**src/rtl/hpdl1414_scan_pkg.sv**
```systemverilog
// Shared types and character mapping for the HPDL1414 scan engine.
// Maps buffer bytes onto the display's 64-glyph set (0x20..0x5F).
package hpdl_pkg;

  typedef enum logic [2:0] {
    S_IDLE,
    S_FETCH,
    S_LATCH,
    S_SETUP,
    S_PULSE,
    S_HOLD
  } scan_state_t;

  localparam logic [6:0] CHAR_SPACE        = 7'h20;
  localparam int         CHARS_PER_DISPLAY = 4;

  // Lowercase folds onto uppercase; control and high-half bytes render as blanks.
  function automatic logic [6:0] map_char(input logic [7:0] c);
    logic [6:0] r;
    r = CHAR_SPACE;
    if (c >= 8'h20 && c <= 8'h5F) begin
      r = c[6:0];
    end else if (c >= 8'h60 && c <= 8'h7F) begin
      r = c[6:0] - 7'h20;
    end
    return r;
  endfunction

endpackage

```
**src/rtl/hpdl1414_scan_tick_gen.sv**
```systemverilog
// Free-running refresh divider; o_tick is high for the last count of each period.
// One tick every DIV cycles, first tick DIV-1 cycles after reset release.
module tick_gen #(
  parameter int DIV = 1000
) (
  input  logic i_clk,
  input  logic i_rst_n,
  output logic o_tick
);

  localparam int CW = (DIV > 1) ? $clog2(DIV) : 1;

  logic [CW-1:0] r_cnt;
  logic          w_wrap;

  assign w_wrap = (r_cnt == CW'(DIV - 1));
  assign o_tick = w_wrap;

  always_ff @(posedge i_clk or negedge i_rst_n) begin
    if (!i_rst_n) begin
      r_cnt <= '0;
    end else if (w_wrap) begin
      r_cnt <= '0;
    end else begin
      r_cnt <= r_cnt + CW'(1);
    end
  end

endmodule

```
**src/rtl/hpdl1414_scan.sv**
```systemverilog
// Scans the 16-byte character buffer into chained HPDL1414 displays once per refresh tick.
// Each character takes 2 + SETUP + PULSE + HOLD cycles; all outputs are registered.
module hpdl1414_scan
  import hpdl_pkg::*;
#(
  parameter int NUM_DISPLAYS = 4,
  parameter int SETUP_CYCLES = 1,
  parameter int PULSE_CYCLES = 2,
  parameter int HOLD_CYCLES  = 1,
  parameter int REFRESH_DIV  = 1000
) (
  input  logic                    i_clk,
  input  logic                    i_rst_n,
  input  logic                    i_enable,
  output logic                    o_read_enable,
  output logic [3:0]              o_read_address,
  input  logic [7:0]              i_read_data,
  output logic [6:0]              o_data,
  output logic [1:0]              o_addr,
  output logic [NUM_DISPLAYS-1:0] o_wr_n,
  output logic                    o_frame_done
);

  localparam int NCHARS  = CHARS_PER_DISPLAY * NUM_DISPLAYS;
  localparam int PH_MAX0 = (SETUP_CYCLES > PULSE_CYCLES) ? SETUP_CYCLES : PULSE_CYCLES;
  localparam int PH_MAX  = (PH_MAX0 > HOLD_CYCLES) ? PH_MAX0 : HOLD_CYCLES;
  localparam int PW      = $clog2(PH_MAX + 1);

  localparam logic [3:0]    IDX_LAST   = 4'(NCHARS - 1);
  localparam logic [PW-1:0] SETUP_LAST = PW'(SETUP_CYCLES - 1);
  localparam logic [PW-1:0] PULSE_LAST = PW'(PULSE_CYCLES - 1);
  localparam logic [PW-1:0] HOLD_LAST  = PW'(HOLD_CYCLES - 1);

  scan_state_t             r_state, w_state_nxt;
  logic [3:0]              r_idx, w_idx_nxt;
  logic [PW-1:0]           r_phase, w_phase_nxt;
  logic                    w_tick;
  logic                    w_frame_end;
  logic [NUM_DISPLAYS-1:0] w_wr_n_nxt;

  tick_gen #(.DIV(REFRESH_DIV)) u_tick_gen (
    .i_clk   (i_clk),
    .i_rst_n (i_rst_n),
    .o_tick  (w_tick)
  );

  always_comb begin
    w_state_nxt = r_state;
    w_idx_nxt   = r_idx;
    w_phase_nxt = r_phase + PW'(1);
    w_frame_end = 1'b0;
    unique case (r_state)
      S_IDLE: begin
        w_phase_nxt = '0;
        if (w_tick && i_enable) begin
          w_state_nxt = S_FETCH;
          w_idx_nxt   = '0;
        end
      end
      S_FETCH: begin
        w_state_nxt = S_LATCH;
        w_phase_nxt = '0;
      end
      S_LATCH: begin
        w_state_nxt = S_SETUP;
        w_phase_nxt = '0;
      end
      S_SETUP: begin
        if (r_phase == SETUP_LAST) begin
          w_state_nxt = S_PULSE;
          w_phase_nxt = '0;
        end
      end
      S_PULSE: begin
        if (r_phase == PULSE_LAST) begin
          w_state_nxt = S_HOLD;
          w_phase_nxt = '0;
        end
      end
      S_HOLD: begin
        if (r_phase == HOLD_LAST) begin
          w_phase_nxt = '0;
          // Enable is only sampled here so a started character always finishes cleanly.
          if (r_idx == IDX_LAST || !i_enable) begin
            w_state_nxt = S_IDLE;
            w_idx_nxt   = '0;
            w_frame_end = (r_idx == IDX_LAST);
          end else begin
            w_state_nxt = S_FETCH;
            w_idx_nxt   = r_idx + 4'd1;
          end
        end
      end
      default: begin
        w_state_nxt = S_IDLE;
        w_idx_nxt   = '0;
        w_phase_nxt = '0;
      end
    endcase
    for (int k = 0; k < NUM_DISPLAYS; k++) begin
      w_wr_n_nxt[k] = !((w_state_nxt == S_PULSE) && (r_idx[3:2] == 2'(k)));
    end
  end

  always_ff @(posedge i_clk or negedge i_rst_n) begin
    if (!i_rst_n) begin
      r_state <= S_IDLE;
      r_idx   <= '0;
      r_phase <= '0;
    end else begin
      r_state <= w_state_nxt;
      r_idx   <= w_idx_nxt;
      r_phase <= w_phase_nxt;
    end
  end

  // Outputs are registered from the next state so they line up with the state they belong to.
  always_ff @(posedge i_clk or negedge i_rst_n) begin
    if (!i_rst_n) begin
      o_wr_n         <= '1;
      o_read_enable  <= 1'b0;
      o_read_address <= '0;
      o_data         <= CHAR_SPACE;
      o_addr         <= '0;
      o_frame_done   <= 1'b0;
    end else begin
      o_wr_n        <= w_wr_n_nxt;
      o_read_enable <= (w_state_nxt == S_FETCH);
      o_frame_done  <= w_frame_end;
      if (w_state_nxt == S_FETCH) begin
        o_read_address <= w_idx_nxt;
      end
      if (r_state == S_LATCH) begin
        o_data <= map_char(i_read_data);
        o_addr <= 2'd3 - r_idx[1:0];
      end
    end
  end

endmodule

```
**config.mk**
```make
export PLATFORM = sky130hd
export DESIGN_NAME = hpdl1414_scan
export DESIGN_NICKNAME = d
export VERILOG_FILES = /design/src/rtl/hpdl1414_scan_pkg.sv /design/src/rtl/hpdl1414_scan_tick_gen.sv /design/src/rtl/hpdl1414_scan.sv
export SDC_FILE = /design/constraint.sdc
export NUM_CORES = 1
export LEC_CHECK = 0
export CAP_MARGIN = 20
export CORE_MARGIN = 8
export CORE_UTILIZATION = 52
export CTS_CLUSTER_DIAMETER = 80
export DETAILED_ROUTE_END_ITERATION = 16
export GPL_TIMING_DRIVEN = 0
export PLACE_DENSITY_LB_ADDON = 0.1
export SYNTH_ARGS = -nofsm -noshare
export SYNTH_HDL_FRONTEND = slang
export SYNTH_SLANG_ARGS = --single-unit
```
**constraint.sdc**
```tcl
create_clock -name i_clk -period 2.74 [get_ports i_clk]
set_input_delay 0.822 -clock i_clk [delete_from_list [all_inputs] [get_ports i_clk]]
set_output_delay 0.822 -clock i_clk [all_outputs]
set_load 0.01 [all_outputs]
```
## Word level (Yosys, flattened, before mapping)

Cells that the tools add are included.

- Latch bits: 0
- Word-level logic and storage cells: 69
- Memories kept: 0
- Register bits: 38
- Output and inout port bits: 19
- Memory bits (writable): 0
- Memory bits (read-only): 0

- Bitwise gates (word level): 0
- Div/mod/pow operators: 0
- Magnitude comparators: 4
- Multiplexer cells: 19
- $add $sub $neg: 5
- Reductions and logical operators: 18
- Equal/unequal tests: 13
- $mul: 0
- Shift-type cells: 0

Operators by type and width:

| cell | count |
|---|---|
| $pmux W3 S6 | 1 |
| $le A8 B7 Y1 const B | 2 |
| $mux W7 | 2 |
| $mux W3 | 4 |
| $mux W4 | 3 |
| $pmux W4 S3 | 1 |
| $add A10 B1 Y10 const B | 1 |
| $eq A10 B10 Y1 const B | 1 |
| $mux W10 | 1 |
| $eq A3 B3 Y1 const B | 3 |
| $ge A8 B6 Y1 const B | 1 |
| $ge A8 B7 Y1 const B | 1 |
| $logic_and A1 B1 Y1 | 7 |
| $sub A7 B6 Y7 const B | 1 |
| $eq A3 B1 Y1 const B | 2 |
| $eq A3 B2 Y1 const B | 2 |
| $logic_not A1 Y1 | 5 |
| $add A4 B1 Y4 const B | 1 |
| $eq A2 B1 Y1 const B | 2 |
| $eq A2 B2 Y1 const B | 2 |
| $eq A4 B4 Y1 const B | 1 |
| $logic_not A2 Y1 | 2 |
| $mux W1 | 4 |
| $mux W2 | 2 |
| 7 further kinds | 7 |

## Depth between registers and ports, before layout

- Depth after elaboration: 8
- Gate-level depth with buffers: 9
- Mapped depth without buffers: 7

## Modules after synthesis

A second synthesis with hierarchy kept.

- Cell total of the unflattened synthesis: 170
- Area, all modules: 1906.8 µm²

By module, submodules not included:

| module | area an instance (µm²) | times used | cells each | seq. area each (µm²) |
|---|---|---|---|---|
| hpdl1414_scan | 1423.9 | 1 | 127 | 706.9 |
| tick_gen | 483.0 | 1 | 43 | 250.2 |

## Worst setup path before layout

OpenSTA, ideal clock, no wires.

- Path type: input to register
- From: input i_enable
- To: register o_read_address[3]
- Arrival time: 2093 ps
- Library setup time: 127 ps
- Data required time: 2613 ps
- Setup slack: 519 ps
- Path buffers: 0
- Cell stages on the path: 5
- Cells stage by stage: or4b_4 -> nor4_4 -> a211o_2 -> o221a_4 -> mux2_1

- Longest elaborated chain between the ends: 6

RTL lines:

| element | line | RTL |
|---|---|---|
| from (decl) | hpdl1414_scan.sv:14 | `input logic i_enable,` |
| $logic_not A1 Y1 | hpdl1414_scan.sv:84 | `if (r_idx == IDX_LAST \|\| !i_enable) begin` |
| $logic_or A1 B1 Y1 | hpdl1414_scan.sv:84 |  |
| $mux W1 | hpdl1414_scan.sv:84 |  |
| $mux W3 | hpdl1414_scan.sv:81 | `if (r_phase == HOLD_LAST) begin` |
| $pmux W3 S6 (*) | hpdl1414_scan.sv:52 | `unique case (r_state)` |
| named net w_state_nxt[0] | hpdl1414_scan.sv:34 | `scan_state_t r_state, w_state_nxt;` |
| $eq A3 B1 Y1 (*) | hpdl1414_scan.sv:130 | `if (w_state_nxt == S_FETCH) begin` |
| to (signal assigned) | hpdl1414_scan.sv:131 | `o_read_address <= w_idx_nxt;` |
| to (decl) | hpdl1414_scan.sv:16 | `output logic [3:0] o_read_address,` |

Mark *: on every way through the listed nets, which the timed path passes. The rest lies on a longest branch.
A chain may end at the register's enable or synchronous reset.

## Worst setup path in the final report

Ends and elaborated chain as after synthesis.

==> out/results.txt <==
The flow ran to the end, and the final reports show no timing, DRC or antenna violations. The H-tree depth was 2; the number of nets in the layout was 220. Routed wire length per instance: 16.0 um. The number of synthesized flops with an enable pin was 0; the number of standard cells in the final layout excluding fillers was 249. The maximum clock insertion buffer count was 2; the overall overflow remaining after global route was 0. In the final layout, the multi-input gates occupy 796 um^2. The switching component of the power came out at 668 uW.

Setup violations remaining at the end of the flow were counted as 0. For the number of max-cap violations, the log shows 0. Number of antenna violations at the first check in global routing: 0. The worst slew margin relative to its limit came out at 44.0%. For the wire length of the first global-routing pass, the log shows 6580 um. The starting utilization of the core area is 54.1%, and the final estimated routing congestion in global placement is 0.828. The measured slew at the worst slew-check pin works out to 0.840 ns. The root buffer cell was clkbuf_4. TritonCTS built the clock tree.

The run gives 2.98 ns as the endpoint required time on the critical path. The category of the most critical setup path was input port to flop. The tools report the clock latency on the worst-skew pair as 0.35 ns. Number of buffers added by the clock tree synthesis step: 5. Measured along the y axis, the die boundary spans 75.2 um. Measured in cells, the most critical reg-to-reg path has a length of 9. Setup repair after global routing left no endpoint under its margin. Global routing used 15.3% of the available tracks.

Walking the worst path, the cells encountered are clkdlybuf4s50_1 -> or4b_4 -> nor4_4 -> a211o_2 -> o221a_4 -> mux2_1. The worst setup path is launched from an input port. Sequential elements use 52.6% of the synthesized area.

The number of max-slew violations in the final report came out at 0. The fraction of registers with async set or reset after synthesis is 100%. For the maximum clock rate, the log shows 386 MHz. The sequential cell area is 957 um^2, and the post-cts gate resize count is 0. The leakage power figure is 0.000962 uW, and the combinational fraction of design power is 40.7%. In this run the critical register-to-register path is launched from r_phase[0]. The floorplan has 21 rows. The run gives 0.49 ns as the flop-to-flop setup slack. The floorplan die width works out to 75.2 um. The internal portion of the total power is 1290 uW. Total inserted antenna cells: 0. The startpoint identified for the worst hold timing path is o_data[5]. The tools report the total of fill cells in the finished design as 277. Before antenna repair, the detailed router went through 4 iterations. IR analysis of the VDD net gives a maximum drop of 0.470 mV. The final-report hold violation count was 0; the fraction of power spent switching nets was 34.1%. The worst register-to-register path ends at o_read_address[3]. The final wirelength is 3980 um, and the CTS sink count is 38. The netlist uses 45 different library cells. The tools report the count of buffers added by post-CTS timing repair for setup as 0.

For the count of unresolved DRC violations after routing, the log shows 0. Yosys attributes the largest share of cell area to dfrtp_1, dfstp_2, ha_1. The path with the worst hold slack has its endpoint at o_data[5].

Clock skew on the completed layout was measured at 0.00726 ns. The share of layout cells above drive strength 1 came out at 11.3%. The path class of the tightest hold or removal check is flop to flop. For this design the ratio of total power to cell area is 876 nW/um^2. Via density per instance: 5.44. The total of flip-flops plus latches after synthesis was 38. After clock tree synthesis, the clock-pin slew on the worst setup and hold paths is 0.11 ns. The net count of the mapped netlist is 184. After legalization and detailed placement, the total HPWL measured 2970 um. The first routing iteration left 90 violations.

The biggest area contributor in the post-synthesis netlist is dfrtp_1. The endpoint arrival time on the critical path is 2.83 ns, and the area inside the core boundary is 3360 um^2. The count of nets left with antenna violations once routing finished came out at 0. The largest fanout on the critical path was 5. Buffers placed on the I/O ports in this run total 29.

During I/O placement, the number of pins put on the boundary was 30. The Yosys step of the flow raised 0 warnings. The count of vias placed by the detailed router is 1354.

The logs give 1415 for the number of global-route vias before repair and 40.2% for the part of the total power dissipated in sequential elements. Buffers inserted to repair hold after CTS numbered 0. The worst hold path passes through 2 cells. The run gives 241 as the count of placed standard cells including taps. Power comes to 1960 uW. In the synthesized netlist the dominant register cell turns out to be dfrtp_1. Counting every instance in the synthesized netlist gives 166. Endpoint type of the worst setup path: a flop. The largest net degree at the start of global routing was 39. Worst-path cell with the longest stage delay: clkdlybuf4s50_1. The portion of the clock cycle consumed by the worst path in the final layout is 94.6%. Each instance of the synthesized netlist takes up on average 11.0 um^2.

The share of synthesized area in the top cell type comes to 45.4%. The area growth from synthesis to layout is 23.0%. The die covers 5650 um^2. The shortest period the worst path allows is 2.59 ns.

In this run, the clock network consumes 19.1% of the power. The tools report the netlist area before placement as 1820 um^2. On the worst path, the slowest cell contributes a delay of 0.56 ns.
## metal layers
metal | up-vias | GRT usage [%] | share of wire, %
met5 | - | 0 | 0
met2 | 29 | 25.9 | 51
met4 | 0 | 5.54 | 1.5
met3 | 9 | 4.53 | 4.7
li1 | 655 | - | -
met1 | 661 | 17.8 | 43
## Yosys cell counts, drive strengths merged, types with 2 or more instances
cell type  instances
buf                4
o22ai              3
xnor2              2
dfrtp             33
and2               4
nand4              3
nand3b             3
dfstp              5
nor2b              3
a21o               2
nor4               2
inv                8
a22o               6
nor3               2
a21oi              4
xor2               6
nand2b             4
nand2             13
a211oi             2
o21ai              6
clkbuf             3
mux2               3
ha                 7
nor2              14
nor3b              2
nand3              6
## cell type report
type / count / area share [%]
Tap cell: 46 / 2.57
Timing Repair Buffer: 29 / 12.7
Buffer: 7 / 1.68
Clock buffer: 7 / 2.01
Inverter: 8 / 1.34
Multi-Input combinational cell: 113 / 35.6
Clock inverter: 1 / 1.34
Sequential cell: 38 / 42.8
## flip-flops by register name, indices dropped and copies added (netlist names)
register          cells
o_addr                2
o_data                7
o_frame_done          1
o_read_address        4
o_read_enable         1
o_wr_n                4
r_idx                 4
r_phase               2
r_state               3
u_tick_gen.r_cnt     10
## per-stage QoR
step           util (%)  instance area [um^2]  worst slack, ns  TNS (ns)  hold slack, ns
6_report           66.6                  2240            0.148         0           0.497
5_1_grt            66.6                  2240           0.0756         0           0.525
3_3_place_gp       64.5                  2170           -0.176    -0.489           0.471
2_1_floorplan         -                  1820            0.519         0           0.455
4_1_cts            66.6                  2240            0.154         0           0.502
3_5_place_dp       64.3                  2160           -0.188    -0.519           0.484
## placed cells by master, fill, tap and decap left out, types with 3 or more instances in the layout
cell type and n:
nand2_1 13, ha_1 7, nand2b_1 4, clkbuf_4 5, a21oi_1 4, inv_1 8, nand3_1 6, clkdlybuf4s50_1 28
and2_1 4, buf_2 4, nor2b_1 3, nand3b_1 3, nand4_1 3, xor2_1 6, dfstp_2 5, dfrtp_1 33
clkbuf_1 5, o22ai_1 3, o21ai_0 6, nor2_1 14, a22o_1 6
## how the worst max path moves through the flow
stage             start                end  slack [ns]
6_report       i_enable  o_read_address[3]        0.15
5_1_grt        i_enable  o_read_address[3]        0.08
4_1_cts        i_enable  o_read_address[3]        0.15
3_5_place_dp   i_enable  o_read_address[3]       -0.19
3_3_place_gp   i_enable  o_read_address[3]       -0.18
2_1_floorplan  i_enable  o_read_address[3]        0.52
## cell families (layout without fill, tap and decap cells)
group,Yosys count,after routing,synth area share [%]
and+or+nand+nor,61,61,18.7
DFF,38,38,52.6
AOI/OAI and AO/OA,33,33,13.5
buffers and inverters,15,52,3.71
xor gates and xnor gates,8,8,3.85
adders and majority gates,7,7,4.81
muxes,4,4,2.82
## power by group through the flow
stage               clock network (uW)  registers, uW  logic (uW)
finish                             374            788         798
floorplan                            0            830         429
global placement                     0            791         763
detailed placement                   0            801         795
global route                       406            802         872
CTS                                383            788         802
## worst max-delay path, delay by kind of cell
kind            cells  cell delay (ns)
compound gates      2             0.43
mux                 1             0.33
buf+inv             1             0.56
simple gates        2             0.68
Power figures use the tool's default switching activity.
==> variant 1, RTL diff (same flow settings) <==
The 6 states of `scan_state_t` get a one-hot encoding in 6 bits.
--- a/src/rtl/hpdl1414_scan_pkg.sv
+++ b/src/rtl/hpdl1414_scan_pkg.sv
@@ -3,11 +3,11 @@
 package hpdl_pkg;
 
-  typedef enum logic [2:0] {
-    S_IDLE,
-    S_FETCH,
-    S_LATCH,
-    S_SETUP,
-    S_PULSE,
-    S_HOLD
+  typedef enum logic [5:0] {
+    S_IDLE  = 6'b000001,
+    S_FETCH = 6'b000010,
+    S_LATCH = 6'b000100,
+    S_SETUP = 6'b001000,
+    S_PULSE = 6'b010000,
+    S_HOLD  = 6'b100000
   } scan_state_t;
 
Function: same outputs for any inputs over 10 cycles, from zero or initial values and one cycle with i_rst_n low; not proved beyond that.
==> variant 1 against the original RTL <==
Worst setup slack better by 0.15 ns. Synthesized cell count up 7.2%. First-iteration DRC count down 13%. Via count up 7.2%. Clock skew up 0.0041 ns. Sequential share of layout area up 2.4 points. Critical endpoint is now o_data[3]$_DFFE_PN0P_. Routed wire length down 5.3%. Synthesized area up 3.6%. Register-to-register slack better by 0.06 ns. Sequential cell count up 3. Final area up 2.2%. Die area up 2.9%. Count of clock-buffer cells in the layout down 2.
Power is not compared: it rests on default switching activity, and its combinational part moved more than twofold at a synthesized area within 25%.
==> variant 1: results (changes against the original RTL) <==
[setup_path]
crit_slowest_cell = or4b_2  ; was clkdlybuf4s50_1
r2r_end = r_idx[0]$_DFF_PN0_  ; was o_read_address[3]$_DFFE_PN0N_
rr_worst_depth = 5  ; was 9
cpPeakStageDelay_ns = 0.58  ; was 0.56 ns
reg2reg_slack_ns = 0.55  ; was 0.49 ns
arrival_ns = 2.72  ; was 2.83 ns
crit-reg2reg-launch = u_tick_gen.r_cnt[3]$_DFF_PN0_  ; was r_phase[0]$_DFF_PN0_

[global_routing]
grt_usage_pct = 13.8  ; was 15.3%
grt_pass1_vias = 1477  ; was 1415
grt_pass1_wl_um = 6640  ; was 6580 um
grt_max_degree = 42  ; was 39
met3_usage_pct = 4.48  ; was 4.53%
met1_usage_pct = 14.8  ; was 17.8%
met2_usage_pct = 24.3  ; was 25.9%

[timing]
hold_ws_ns = 0.471  ; was 0.497 ns
fin_crit_ns = 2.44  ; was 2.59 ns
worstMarginPinSlew_ns = 0.883  ; was 0.840 ns
fin_skew_ns = 0.0114  ; was 0.00726 ns

[power]
p_int_mw = 0.745
p_leak_nw = 0.987
ir_drop_uv = 233

[place]
dp_cells = 255  ; was 241
dp_hpwl_um = 2920  ; was 2970 um
dp_slack_ns = -0.0623  ; was -0.188 ns
dpl_cell_area_um2 = 2230  ; was 2160 um2
gp_congestion = 0.858  ; was 0.828

[status]
outcome = finished, final reports clean  ; unchanged

[finish]
top_regs = u_tick_gen.r_cnt (10), o_data (7), r_state (6)  ; was u_tick_gen.r_cnt (10), o_data (7)
nFillCells = 303  ; was 277
antenna_cells = 0  ; unchanged
num-nets-final = 231  ; was 220
drive_above_1_share_pct = 12.6  ; was 11.3%

[cts]
clkSlewWorstSetupHoldPaths_ns = 0.12
clockRootBuffer = clkbuf_4  ; unchanged
cts_buffers = 5  ; unchanged

[synthesis]
synth_area_leaders = dfrtp_1, dfstp_2, ha_1  ; unchanged
yosysSeqAreaShare_pct = 54.8  ; was 52.6%
synth_flop_cell = dfrtp_1  ; unchanged
synth_cell_types = 42  ; was 45
syn_nets = 195  ; was 184
postSynthAreaPerCell_um2 = 10.6  ; was 11.0 um2
synth_common_cells = dfrtp_1, nand2_1, nor2_1, o21ai_0, inv_1  ; was dfrtp_1, nor2_1, nand2_1, inv_1, ha_1

[routing]
wirelength_um = 3770  ; was 3980 um
dr.pass1.iters = 4  ; unchanged
drt-vias-per-instance = 5.52  ; was 5.44
drt_iter0_drc = 78  ; was 90
wl_per_cell_um = 14.3  ; was 16.0 um

[worst_hold_path]
min_from = u_tick_gen.r_cnt[0]$_DFF_PN0_  ; was o_data[5]$_DFFE_PN1P_
whs_path_depth = 1  ; was 2
holdPathEnd = u_tick_gen.r_cnt[0]$_DFF_PN0_  ; was o_data[5]$_DFFE_PN1P_

[variant 1: cell types whose count changed in the layout (fill, tap and decap cells not counted), moves of 3 or more]
| cell | delta |
|---|---|
| clkbuf_1 | -4 |
| buf_2 | -3 |
| xor2_1 | -3 |
| or3_1 | +4 |
| nand2_1 | +4 |
| o21ai_0 | +9 |
| and2_1 | -3 |
| inv_1 | +3 |
| nand2b_1 | -3 |
[variant 1: per-layer routing]
metal  routed length, um  vias to the layer above
met2                2030                       26
li1                    -                      708
met1                1500                      712
met4                  53                        0
met5                   0                        -
met3                 178                        5
[variant 1: area by class of cell]
| type | count | area, um2 | share of cell area (%) |
|---|---|---|---|
| well taps | 48 | 60.1 | 2.63 |
| inverters | 11 | 41.3 | 1.81 |
| repair buffers | 29 | 285 | 12.5 |
| clock inverters | 3 | 17.5 | 0.766 |
| plain buffers | 1 | 3.75 | 0.164 |
| flip-flops and latches | 41 | 1030 | 45.2 |
| clock buffers | 5 | 37.5 | 1.64 |
| multi-input cells | 125 | 808 | 35.3 |
[variant 1: worst max path at each step]
| stage | startpoint | endpoint |
|---|---|---|
| floorplan | i_read_data[5] | o_data[0]$_DFFE_PN0P_ |
| global placement | i_rst_n | u_tick_gen.r_cnt[0]$_DFF_PN0_ |
| detailed placement | i_read_data[6] | o_data[1]$_DFFE_PN0P_ |
| CTS | i_read_data[6] | o_data[1]$_DFFE_PN0P_ |
| global route | i_read_data[6] | o_data[1]$_DFFE_PN0P_ |
| finish | i_read_data[6] | o_data[3]$_DFFE_PN0P_ |
[variant 1: kinds of logic (layout without fill, tap and decap cells)]
group	count (synthesis)	in the layout	share of synthesized area [%]
xor+xnor	5	5	2.32
buf+inv	12	49	2.39
simple gates	69	69	19.8
mux	2	2	1.39
fa+ha+maj	6	6	3.98
compound gates	43	43	15.3
flops	41	41	54.8
[variant 1: power groups by stage]
stage / registers, mW / clock network [mW] / logic (mW)
CTS: 0.619 / 0.301 / 0.0695
finish: 0.619 / 0.286 / 0.0680
floorplan: 0.633 / 0 / 0.0190
global route: 0.620 / 0.326 / 0.0753
detailed placement: 0.630 / 0 / 0.0692
global placement: 0.630 / 0 / 0.0688
[variant 1: per-stage QoR]
stage,setup TNS (ns),util [%]
3_5_place_dp,-0.294,62.4
6_report,0,63.9
5_1_grt,0,63.9
2_1_floorplan,0,-
3_3_place_gp,-3.29,62.5
4_1_cts,0,63.9
[variant 1: worst reg2reg max path: stages (launching register included)]
cell     delay, ns
dfrtp_1       0.47
or3b_4        0.45
nor3_4        0.36
a21oi_2       0.14
or3_1         0.40
mux2_4        0.27
==> variant 2, RTL diff (config.mk and constraints unchanged) <==
Without the edit above. Change the parameter `NUM_DISPLAYS` from 4 to 3.
--- a/src/rtl/hpdl1414_scan.sv
+++ b/src/rtl/hpdl1414_scan.sv
@@ -4,5 +4,5 @@
   import hpdl_pkg::*;
 #(
-  parameter int NUM_DISPLAYS = 4,
+  parameter int NUM_DISPLAYS = 3,
   parameter int SETUP_CYCLES = 1,
   parameter int PULSE_CYCLES = 2,
Interface: changed (resized o_wr_n); port bits go from 30 to 29. The function was not compared with the original's and may differ.
==> variant 2 against the original RTL <==
Synthesized area rose by 2.1%. Combinational power fell by 2.9%. Hold slack got worse by 0.030 ns. Via count rose by 3.1%. Clock skew barely moved. Sequential cell count fell by 1. Die area rose by 1.7%. Worst setup slack improved by 0.14 ns. Clock power fell by 13%. Routed wire length fell by 5.5%. Count of clock-buffer cells in the layout did not move. Final area rose by 1.1%. Power fell by 4.6%. Synthesized cell count rose by 3.0%. Largest power group unchanged.
==> variant 2: results (changes against the original RTL) <==
[setup_path]
arrival_ns = 2.74  ; was 2.83 ns
reg2reg_slack_ns = 0.67  ; was 0.49 ns
crit-reg2reg-launch = u_tick_gen.r_cnt[0]$_DFF_PN0_  ; was r_phase[0]$_DFF_PN0_
cp_max_fo = 4  ; was 5
r2r_end = o_read_address[0]$_DFFE_PN0N_  ; was o_read_address[3]$_DFFE_PN0N_
cpPeakStageDelay_ns = 0.58  ; was 0.56 ns
crit_slowest_cell = or4b_2  ; was clkdlybuf4s50_1
rr_worst_depth = 6  ; was 9

[place]
dp_slack_ns = -0.0585  ; was -0.188 ns
dp_hpwl_um = 2780  ; was 2970 um
gp_congestion = 0.789  ; was 0.828
io_buffers = 28  ; was 29

[routing]
dr.pass1.iters = 4  ; unchanged
drt_iter0_drc = 125  ; was 90
drt-vias-per-instance = 5.52  ; was 5.44
wirelength_um = 3760  ; was 3980 um

[global_routing]
grt_max_degree = 38  ; was 39
grt_pass1_wl_um = 6200  ; was 6580 um
grt_usage_pct = 14.5  ; was 15.3%

[cts]
clk_latency_ns = 0.34

[timing]
fmax_mhz = 407  ; was 386 MHz
worstMarginPinSlew_ns = 0.794  ; was 0.840 ns

[synthesis]
synth_cell_types = 49  ; was 45
synth_common_cells = dfrtp_1, nor2_1, nand2_1, inv_1, o21ai_0  ; was dfrtp_1, nor2_1, nand2_1, inv_1, ha_1
syn_nets = 188  ; was 184
yosysSeqAreaShare_pct = 50.1  ; was 52.6%
synth_flop_cell = dfrtp_1  ; unchanged
synth_area_leaders = dfrtp_1, dfstp_2, ha_1  ; unchanged

[worst_hold_path]
holdPathEnd = u_tick_gen.r_cnt[0]$_DFF_PN0_  ; was o_data[5]$_DFFE_PN1P_
whs_path_depth = 1  ; was 2
min_from = u_tick_gen.r_cnt[0]$_DFF_PN0_  ; was o_data[5]$_DFFE_PN1P_

[finish]
num-nets-final = 223  ; was 220
drive_above_1_share_pct = 17.4  ; was 11.3%

[power]
ir_drop_uv = 418  ; was 470 uV

[status]
outcome = finished, final reports clean  ; unchanged

-- variant 2: kinds of logic (layout without fill, tap and decap cells) --
kind of cell,count (synthesis),count (layout),share of synthesized area (%)
AO/OA/AOI/OAI,36,36,13.6
XOR/XNOR,6,6,2.83
adder cells (fa/ha/maj),6,6,4.04
buffers and inverters,14,50,4.84
flip-flops,37,37,50.1
multiplexers,6,6,3.43
AND/OR/NAND/NOR,66,66,21.2
-- variant 2: worst max-delay path by stage --
stage,depth (start not counted),end,from
global placement,6,o_data[0]$_DFFE_PN0P_,i_read_data[6]
finish,7,o_data[6]$_DFFE_PN0P_,i_read_data[6]
floorplan,5,o_data[0]$_DFFE_PN0P_,i_read_data[5]
global route,6,o_data[4]$_DFFE_PN0P_,i_read_data[6]
detailed placement,6,o_data[1]$_DFFE_PN0P_,i_read_data[6]
CTS,7,o_data[6]$_DFFE_PN0P_,i_read_data[6]
-- variant 2: stage by stage --
step	area (um2)	power [mW]	std cells	hold WS, ns
2_1_floorplan	1860	1.25	171	0.424
3_3_place_gp	2200	1.54	245	0.443
3_5_place_dp	2190	1.56	245	0.452
4_1_cts	2260	1.89	253	0.467
5_1_grt	2260	2.00	253	0.484
6_report	2260	1.87	253	0.467
-- variant 2: area by class of cell --
cell class,instances,area [um2]
clock inverters,1,5.00
clock buffers,7,65.1
repair buffers,28,275
well taps,46,57.6
fillers,269,1130
inverters,7,26.3
flip-flops and latches,37,931
multi-input cells,120,838
plain buffers,7,63.8
-- variant 2: worst reg2reg max path: stages (launching register included) --
cell      delay, ns
dfrtp_1        0.38
ha_1           0.28
and4bb_2       0.31
nand4_1        0.14
o211ai_2       0.13
nor3b_4        0.36
mux2_2         0.37
-- variant 2: metal layers --
metal | GRT usage, % | routed length [um] | up-vias
li1 | - | - | 678
met1 | 14.8 | 1590 | 671
met2 | 24.9 | 1870 | 36
met3 | 4.87 | 201 | 11
met4 | 8.74 | 99 | 0
met5 | 0 | 0 | -
-- variant 2: report_power, final --
group          internal [mW]  switching (mW)
logic                  0.399           0.376
registers              0.681          0.0867
clock network          0.149           0.177
